$ cat config.mk
export PLATFORM = sky130hd
export DESIGN_NAME = paws_clken_seq
export DESIGN_NICKNAME = d
export VERILOG_FILES = /design/src/rtl/paws_clken_seq.sv
export SDC_FILE = /design/constraint.sdc
export NUM_CORES = 1
export LEC_CHECK = 0
export BUFFER_PORTS_ARGS = -buffer_cell sky130_fd_sc_hd__buf_2
export CORE_MARGIN = 1
export CORE_UTILIZATION = 25
export DETAILED_ROUTE_END_ITERATION = 16
export PLACE_DENSITY = 0.36
export SYNTH_ARGS = -nofsm -noshare
export SYNTH_HDL_FRONTEND = slang
export SYNTH_SLANG_ARGS = --single-unit
$ cat constraint.sdc
create_clock -name clkin -period 6.11 [get_ports clkin]
set_input_delay 0.9165 -clock clkin [delete_from_list [all_inputs] [get_ports clkin]]
set_output_delay 0.9165 -clock clkin [all_outputs]
set_load 0.005 [all_outputs]
$ cat src/rtl/paws_clken_seq.sv
// paws_clken_seq: lock filter, ordered per-domain reset release and
// runtime-reprogrammable clock-enable divider bank, all on one clock.
//
// Ports:
//   clkin         sole clock (fastest PLL output)
//   rstn          synchronous active-low reset
//   pll_locked    PLL lock, asynchronous to clkin
//   div_we        divisor write strobe
//   div_sel       channel index for a divisor write (>= NCH ignored)
//   div_val       new divisor value
//   ce            per-channel one-cycle enable strobes (period div+1)
//   rst_out       per-channel active-high domain resets
//   ready         all channels released, sequencer in RUN
//   lockloss_cnt  saturating lock-loss count, only with
//                 PAWS_CLKSEQ_LOCKLOSS_CNT_EN defined
//
// Build option: PAWS_CLKSEQ_LOCKLOSS_CNT_EN adds the lockloss_cnt port and
// its counter; behaviour is otherwise identical.

module paws_clken_seq #(
  parameter int unsigned         NCH       = 4,
  parameter int unsigned         DIVW      = 8,
  parameter logic [NCH*DIVW-1:0] DIV_INIT  = {NCH{DIVW'(1)}},
  parameter int unsigned         LOCK_FILT = 1024,
  parameter int unsigned         SEQ_GAP   = 16
) (
  input  logic            clkin,
  input  logic            rstn,
  input  logic            pll_locked,
  input  logic            div_we,
  input  logic [2:0]      div_sel,
  input  logic [DIVW-1:0] div_val,
  output logic [NCH-1:0]  ce,
  output logic [NCH-1:0]  rst_out,
  output logic            ready
`ifdef PAWS_CLKSEQ_LOCKLOSS_CNT_EN
  ,
  output logic [7:0]      lockloss_cnt
`endif
);

  localparam int unsigned FW  = $clog2(LOCK_FILT);
  localparam int unsigned GW  = (SEQ_GAP > 1) ? $clog2(SEQ_GAP) : 1;
  localparam int unsigned CHW = $clog2(NCH + 1);

  typedef enum logic [1:0] {
    WAIT_LOCK = 2'd0,
    FILTER    = 2'd1,
    RELEASE   = 2'd2,
    RUN       = 2'd3
  } state_t;

  state_t          state;
  logic            sync1;
  logic            lock_s;
  logic [FW-1:0]   filt_cnt;
  logic [GW-1:0]   gap_cnt;
  logic [CHW-1:0]  nxt_ch;
  logic [NCH-1:0]  rst_d;

  logic [DIVW-1:0] div_q    [NCH];
  logic [DIVW-1:0] pend_q   [NCH];
  logic [NCH-1:0]  pend_v;
  logic [DIVW-1:0] cnt_q    [NCH];
  logic [DIVW-1:0] div_d    [NCH];
  logic [DIVW-1:0] pend_d   [NCH];
  logic [NCH-1:0]  pend_v_d;
  logic [DIVW-1:0] cnt_d    [NCH];
  logic [NCH-1:0]  ce_d;

  // Two-flop synchroniser for the asynchronous lock input
  always_ff @(posedge clkin) begin
    if (!rstn) begin
      sync1  <= 1'b0;
      lock_s <= 1'b0;
    end else begin
      sync1  <= pll_locked;
      lock_s <= sync1;
    end
  end

  // Next value of the per-domain resets; losing lock overrides everything
  always_comb begin
    rst_d = rst_out;
    if (!lock_s) begin
      rst_d = '1;
    end else begin
      case (state)
        WAIT_LOCK: rst_d = '1;
        FILTER: begin
          if (filt_cnt == FW'(LOCK_FILT - 1)) rst_d[0] = 1'b0;
        end
        RELEASE: begin
          if (gap_cnt == GW'(SEQ_GAP - 1)) begin
            for (int i = 0; i < int'(NCH); i++) begin
              if (nxt_ch == CHW'(i)) rst_d[i] = 1'b0;
            end
          end
        end
        default: ;
      endcase
    end
  end

  // Sequencer FSM: lock filter, spaced reset release, RUN
  always_ff @(posedge clkin) begin
    if (!rstn) begin
      state    <= WAIT_LOCK;
      filt_cnt <= '0;
      gap_cnt  <= '0;
      nxt_ch   <= '0;
      ready    <= 1'b0;
      rst_out  <= '1;
    end else begin
      rst_out <= rst_d;
      if (!lock_s) begin
        state    <= WAIT_LOCK;
        filt_cnt <= '0;
        gap_cnt  <= '0;
        nxt_ch   <= '0;
        ready    <= 1'b0;
      end else begin
        case (state)
          WAIT_LOCK: begin
            state    <= FILTER;
            filt_cnt <= '0;
          end
          FILTER: begin
            if (filt_cnt == FW'(LOCK_FILT - 1)) begin
              // channel 0 is released on this same edge
              state   <= RELEASE;
              gap_cnt <= '0;
              nxt_ch  <= CHW'(1);
            end else begin
              filt_cnt <= filt_cnt + FW'(1);
            end
          end
          RELEASE: begin
            // nxt_ch reaching NCH means the last channel fell last cycle
            if (nxt_ch == CHW'(NCH)) begin
              state <= RUN;
              ready <= 1'b1;
            end else if (gap_cnt == GW'(SEQ_GAP - 1)) begin
              gap_cnt <= '0;
              nxt_ch  <= nxt_ch + CHW'(1);
            end else begin
              gap_cnt <= gap_cnt + GW'(1);
            end
          end
          RUN: ready <= 1'b1;
          default: state <= WAIT_LOCK;
        endcase
      end
    end
  end

  // Channel dividers: pending divisor is swapped in only at a wrap or while
  // the channel is in reset, so no period is ever truncated or stretched
  always_comb begin
    for (int i = 0; i < int'(NCH); i++) begin
      div_d[i]    = div_q[i];
      pend_d[i]   = pend_q[i];
      pend_v_d[i] = pend_v[i];
      if (pend_v[i] && (rst_out[i] || ce[i])) begin
        div_d[i]    = pend_q[i];
        pend_v_d[i] = 1'b0;
      end
      if (div_we && (int'(div_sel) == i)) begin
        if (rst_out[i]) begin
          div_d[i]    = div_val;
          pend_v_d[i] = 1'b0;
        end else begin
          pend_d[i]   = div_val;
          pend_v_d[i] = 1'b1;
        end
      end
      if (rst_out[i] || ce[i] || rst_d[i]) cnt_d[i] = '0;
      else                                 cnt_d[i] = cnt_q[i] + DIVW'(1);
      ce_d[i] = !rst_d[i] && (cnt_d[i] == div_d[i]);
    end
  end

  always_ff @(posedge clkin) begin
    if (!rstn) begin
      for (int i = 0; i < int'(NCH); i++) begin
        div_q[i]  <= DIV_INIT[i*DIVW +: DIVW];
        pend_q[i] <= '0;
        cnt_q[i]  <= '0;
      end
      pend_v <= '0;
      ce     <= '0;
    end else begin
      for (int i = 0; i < int'(NCH); i++) begin
        div_q[i]  <= div_d[i];
        pend_q[i] <= pend_d[i];
        cnt_q[i]  <= cnt_d[i];
      end
      pend_v <= pend_v_d;
      ce     <= ce_d;
    end
  end

`ifdef PAWS_CLKSEQ_LOCKLOSS_CNT_EN
  // Outside WAIT_LOCK lock_s was high last cycle, so low now is a 1->0 edge
  always_ff @(posedge clkin) begin
    if (!rstn) begin
      lockloss_cnt <= '0;
    end else if ((state != WAIT_LOCK) && !lock_s && (lockloss_cnt != 8'hFF)) begin
      lockloss_cnt <= lockloss_cnt + 8'd1;
    end
  end
`endif

endmodule

==> reports/results.ini, run 1 <==
[outcome]
status=finished clean

[global_route]
grt_pass1_vias=5765
overflow=0
grt_max_degree=37
antenna_found_initial=1
grt_usage=0.1425
grt_first_pass_wirelength_um=31370

[timing]
setup_tns_ns=0
holdWs_ns=0.4274
finalCritPeriodShare=0.4652
setup_viol=0
finClkSkew_ns=0.01036
fin_crit_ns=2.843
layout_setup_ws_ns=3.267
hold_viol=0
relSlewSlack=0.4061
rsz0062_at_grt=false
worstMarginPinSlew_ns=0.8885
slew_violations=0
max_freq_mhz=351.8

[clocking]
cts_made_buffers=17
clk_pin_slew_ns=0.06
cts.sinks=130
hold_buffers=0
htree_levels=4
cts_setup_buffers=0
post_cts_resized=0
cts_tree=built
clockRootBuffer=clkbuf_16
clk_path_buf_depth=2
clock_insertion_delay_worst_skew_ns=0.42

[yosys]
ys_warn_count=0
synth.distinct_cells=70
async_flop_share=0
synth_ff_type=dfxtp_1
avgSynthCellArea_um2=8.338
synth_nets=850
synth-seq-area-share=0.3811
synthCells=819
synth.top_cell.area_share=0.3811
synth_edf_count=0
synth_area_leader_cell=dfxtp_1
synth_area_leaders=dfxtp_1, mux2i_1, nand2_1
synth-seq-cells=130
synth.cell_area_mm2=0.006829

[final_layout]
seq_area_mm2=0.002603
insertedDiodeCount=0
final_common_cell=dfxtp_1
drive_gt1_frac=0.09916
multi_input_area_mm2=0.003963
nFillCells=2928
fin_nets=858
final_cell_mix=dfxtp_1, nand2_1, nor2_1
area_growth_pct=14.11

[route]
antenna_left=0
drt-initial-drc-count=239
num_vias=5819
drc=0
drt-vias-per-instance=4.940
routedWlPerCell_um=16.34
firstDrtPassIters=4
routed_wl_um=19240

[floorplanning]
coreArea_mm2=0.02688
ios=24
start_util=0.2541
row_count=60
die_w_um=167.3
die-area_mm2=0.02798
die_h_um=167.3

[min_path]
hp-class=reg2reg
hold_start=sync1
holdPathStages=1

[critical_path]
cpMaxStageDelayCell=and3_1
path_class=reg2reg
ff2ff_path_depth=8
arrival_ns=3.20
critPathLaunch=state[0]
path_max_fanout=13
worstSetupStartpointType=flip-flop
cp-end-kind=flip-flop
ff2ff_setup_slack_ns=3.27
crit_required_ns=6.47
r2r_start=state[0]
slowest_delay_ns=0.55
crit_chain=inv_1, ha_1, nor2b_1, and3_1, o2111ai_1, or3_1, nand4_1, and4bb_2

[pwr]
p_leak_nw=2.816
ir_drop_v=0.0001449
powerDensity_mw_per_mm2=248.2

[place]
place_hpwl_um=13650
dp_slack_ns=2.943
numPortBuffers=23
gp_congestion=0.7313

[flow_run]
drv_cap=0

## final timing paths
| kind | to |
|---|---|
| worst max-delay path | ce[2] |
| worst min-delay path | lock_s |
| worst max register to register | ce[2] |
| worst min register to register | lock_s |
## through the flow
step / cell area [um2] / cells / util / total power, mW
finish: 7792 / 1178 / 0.2899 / 1.934
global route: 7792 / 1178 / 0.2899 / 2.014
CTS: 7792 / 1178 / 0.2899 / 1.972
detailed placement: 7242 / 1149 / 0.2695 / 0.9699
global placement: 7242 / 1149 / 0.2695 / 0.9703
floorplan: 6829 / 819 / - / 0.9384
## state kept, by name (all words and copies together), names as in the netlist
signal and cells:
state 2, cnt_q 32, div_q 32, pend_q 32, gap_cnt 4, pend_v 4, filt_cnt 10, ce 4
ready 1, sync1 1, lock_s 1, nxt_ch 3, rst_out 4
## routing by layer
| metal | part of all wire | vias to the layer above | GRT usage |
|---|---|---|---|
| met5 | 0.00057 | - | 0 |
| li1 | - | 2974 | - |
| met4 | 0.0099 | 2 | 0.04587 |
| met1 | 0.50 | 2766 | 0.1906 |
| met2 | 0.46 | 64 | 0.2285 |
| met3 | 0.026 | 13 | 0.02954 |
## cell usage after synthesis (all sizes together) (3+ instances only)
| cell | instances |
|---|---|
| buf | 9 |
| a21o | 7 |
| o21a | 8 |
| or2 | 8 |
| a211oi | 8 |
| mux2 | 11 |
| xnor2 | 25 |
| o32ai | 5 |
| nand4 | 12 |
| o211ai | 8 |
| nand3 | 35 |
| o211a | 7 |
| a221oi | 6 |
| and3 | 19 |
| inv | 30 |
| and4 | 3 |
| or3 | 16 |
| nor4 | 8 |
| ha | 16 |
| mux2i | 29 |
| dfxtp | 130 |
| xor2 | 14 |
| nor2 | 74 |
| nand2 | 76 |
| a21oi | 53 |
| nor2b | 5 |
| and2 | 21 |
| a22oi | 4 |
| clkbuf | 28 |
| o221ai | 6 |
| nor3 | 32 |
| and4bb | 3 |
| a31oi | 7 |
| nand2b | 3 |
| o21ai | 51 |
| nand4b | 3 |
| or4 | 3 |
| o31ai | 4 |
## where the power goes
part           leakage, nW  internal [mW]  total [mW]  switching [mW]
combinational         1.50         0.0320      0.0927          0.0607
clock                0.269          0.613       0.983           0.370
sequential            1.05          0.855       0.858         0.00269
total                 2.82           1.50        1.93           0.433
## layout make-up
cell class                      instances  share of cell area
Multi-Input combinational cell        622              0.5085
Sequential cell                       130              0.3340
Clock buffer                           23             0.06005
Tap cell                              341             0.05475
Timing Repair Buffer                   26             0.01766
Inverter                               30             0.01445
Clock inverter                          6             0.01060
## cell families (layout without fill, tap and decap cells)
family,count (synthesis),count (layout),synth area share
flops,130,130,0.3811
fa+ha+maj,16,16,0.02931
simple gates,333,333,0.2538
buf+inv,67,85,0.03866
xor+xnor,39,39,0.05002
mux,40,40,0.06065
compound gates,194,194,0.1865
## worst max-delay path: cells and delay by family (launching register included)
family	cells	cell delay [ns]
AOI/OAI and AO/OA	1	0.18
DFF	1	0.40
adders and majority gates	1	0.36
and+or+nand+nor	5	1.77
buffers and inverters	1	0.09
(Power assumes the default switching activity.)
==> inputs of run 2 (changes only) <==
ABC_AREA = 1   (was default)
clock period = 2.65 ns   (was 6.11 ns; I/O delays follow)
==> reports/results.ini, run 2 <==
[yosys]
avgSynthCellArea_um2=7.162
synth_area_leader_cell=dfxtp_1
synth-compound-area-share=0.1646
synth-seq-cells=130
yosysMostFrequentCell=nand2_1
synth-xor-area-share=0.02398
synthMuxAreaShare=0
synthCells=867
synth-seq-area-share=0.4191
synth.distinct_cells=46
synth.top_cell.area_share=0.4191
synth_nets=898
synth_fa_ha_area_frac=0.03224
synth_top_family_by_area=simple AND/OR/NAND/NOR gates
synth_ff_type=dfxtp_1
synth_area_leaders=dfxtp_1, nand2_1, inv_1
ys_warn_count=0
async_flop_share=0
synth_edf_count=0
synth.cell_area_mm2=0.006210
synthSimpleGateAreaFrac=0.2650
synth_common_cells=nand2_1, dfxtp_1, inv_1

[route]
firstDrtPassIters=4
num_vias=5319
antenna_left=0
routedWlPerCell_um=13.87
drt-vias-per-instance=4.335
routed_wl_um=17010
drc=0
drt-initial-drc-count=272

[floorplanning]
ios=24
die_w_um=159.6
row_count=57
die-area_mm2=0.02547
die_h_um=159.6
start_util=0.2553
coreArea_mm2=0.02432

[clocking]
post_cts_resized=0
cts_tree=built
clk_path_buf_depth=2
htree_levels=4
cts_made_buffers=17
hold_buffers=0
cts.sinks=130
cts_setup_buffers=0
clk_pin_slew_ns=0.06
clockRootBuffer=clkbuf_16
clock_insertion_delay_worst_skew_ns=0.42

[critical_path]
arrival_ns=2.65
path_class=reg2reg
slowest_delay_ns=0.38
cp-end-kind=flip-flop
crit_chain=inv_1, ha_1, nor2_1, inv_1, nor2_2, inv_1, or2_2, xnor2_1, nor2_1, nand4_1, nor2_1
crit_required_ns=3.01
path_max_fanout=7
r2r_start=state[0]
cpMaxStageDelayCell=dfxtp_1
critPathLaunch=state[0]
worstSetupStartpointType=flip-flop

[outcome]
status=finished clean

[min_path]
hp-class=in2reg
hold_start=pll_locked

[pwr]
p_leak_nw=2.901
powerDensity_mw_per_mm2=664.6
p_comb_frac=0.041
p_switching_mw=1.068
power.share.clock=0.555
ir_drop_v=0.0003636
pwr-share-seq=0.404
sw_frac_of_total=0.2187
internal_power_mw=3.814

[timing]
relSlewSlack=0.5737
setup_tns_ns=0
hold_viol=0
fin_crit_ns=2.292
finClkSkew_ns=0.008722
finalCritPeriodShare=0.8648
setup_viol=0
worstMarginPinSlew_ns=0.6386
max_freq_mhz=436.4
rsz0062_at_grt=false
slew_violations=0

[final_layout]
fin_nets=922
fin_cells=1227
final_cell_mix=nand2_1, dfxtp_1, inv_1
drive_gt1_frac=0.1118
area_growth_pct=18.30
largestRegisters=cnt_q (32), div_q (32), pend_q (32)
insertedDiodeCount=0
final_common_cell=nand2_1

[global_route]
overflow=0
grt_max_degree=38
antenna_found_initial=0
grt_first_pass_wirelength_um=27660
grt_usage=0.1406
grt_pass1_vias=5113

[flow_run]
drv_cap=0

[place]
numPortBuffers=23
gp_congestion=0.7114
dp_cells=1196
place_hpwl_um=12300

-- run 2: kinds of logic after synthesis --
group,Yosys count
xor+xnor,17
buf+inv,149
fa+ha+maj,16
flops,130
simple gates,372
compound gates,183
-- run 2: final cells by class --
type / instances / area (um2)
clock buffer: 18 / 439.2
timing repair buffer: 31 / 187.7
tap: 324 / 405.4
clock inverter: 13 / 232.7
fill: 2657 / 16970
inverter: 123 / 461.7
sequential: 130 / 2603
multi-input combinational: 588 / 3017
-- run 2: power groups by stage --
stage	Clock [mW]	Combinational [mW]	Sequential, mW
finish	2.71	0.200	1.97
global route	2.87	0.229	1.97
CTS	2.78	0.207	1.97
detailed placement	0	0.206	2.02
global placement	0	0.208	2.02
floorplan	0	0.125	2.02
-- run 2: routing by layer --
layer	global-route usage	part of all wire	vias to the layer above
met4	0.03977	0.010	0
met2	0.2332	0.47	44
met1	0.1821	0.50	2412
met3	0.03100	0.020	13
li1	-	-	2850
met5	0	0	-
-- run 2: metrics by stage --
step	cell area (um2)	util	hold WS, ns	power, mW	setup slack (ns)
6_report	7346	0.3021	0.1580	4.882	0.3584
5_1_grt	7346	0.3021	0.1494	5.072	0.06431
4_1_cts	7346	0.3021	0.1379	4.963	0.2942
3_5_place_dp	6674	0.2744	0.3998	2.223	0.3194
3_3_place_gp	6674	0.2744	0.4004	2.225	0.3439
2_1_floorplan	6210	-	0.3905	2.141	0.8352
-- run 2: path summary, 6_finish.rpt --
path | slack, ns | end | cells after the start
worst max-delay path | 0.36 | ce[2] | 11
worst min register to register | 0.41 | lock_s | 2
worst min-delay path | 0.16 | sync1 | 3
worst max register to register | 0.36 | ce[2] | 11
-- run 2: worst max-delay path: cells and delay by family, from the launching register on --
kind	cells	cell delay, ns
DFF	1	0.38
buffers and inverters	3	0.30
adders and majority gates	1	0.23
and+or+nand+nor	6	1.18
xor gates and xnor gates	1	0.13
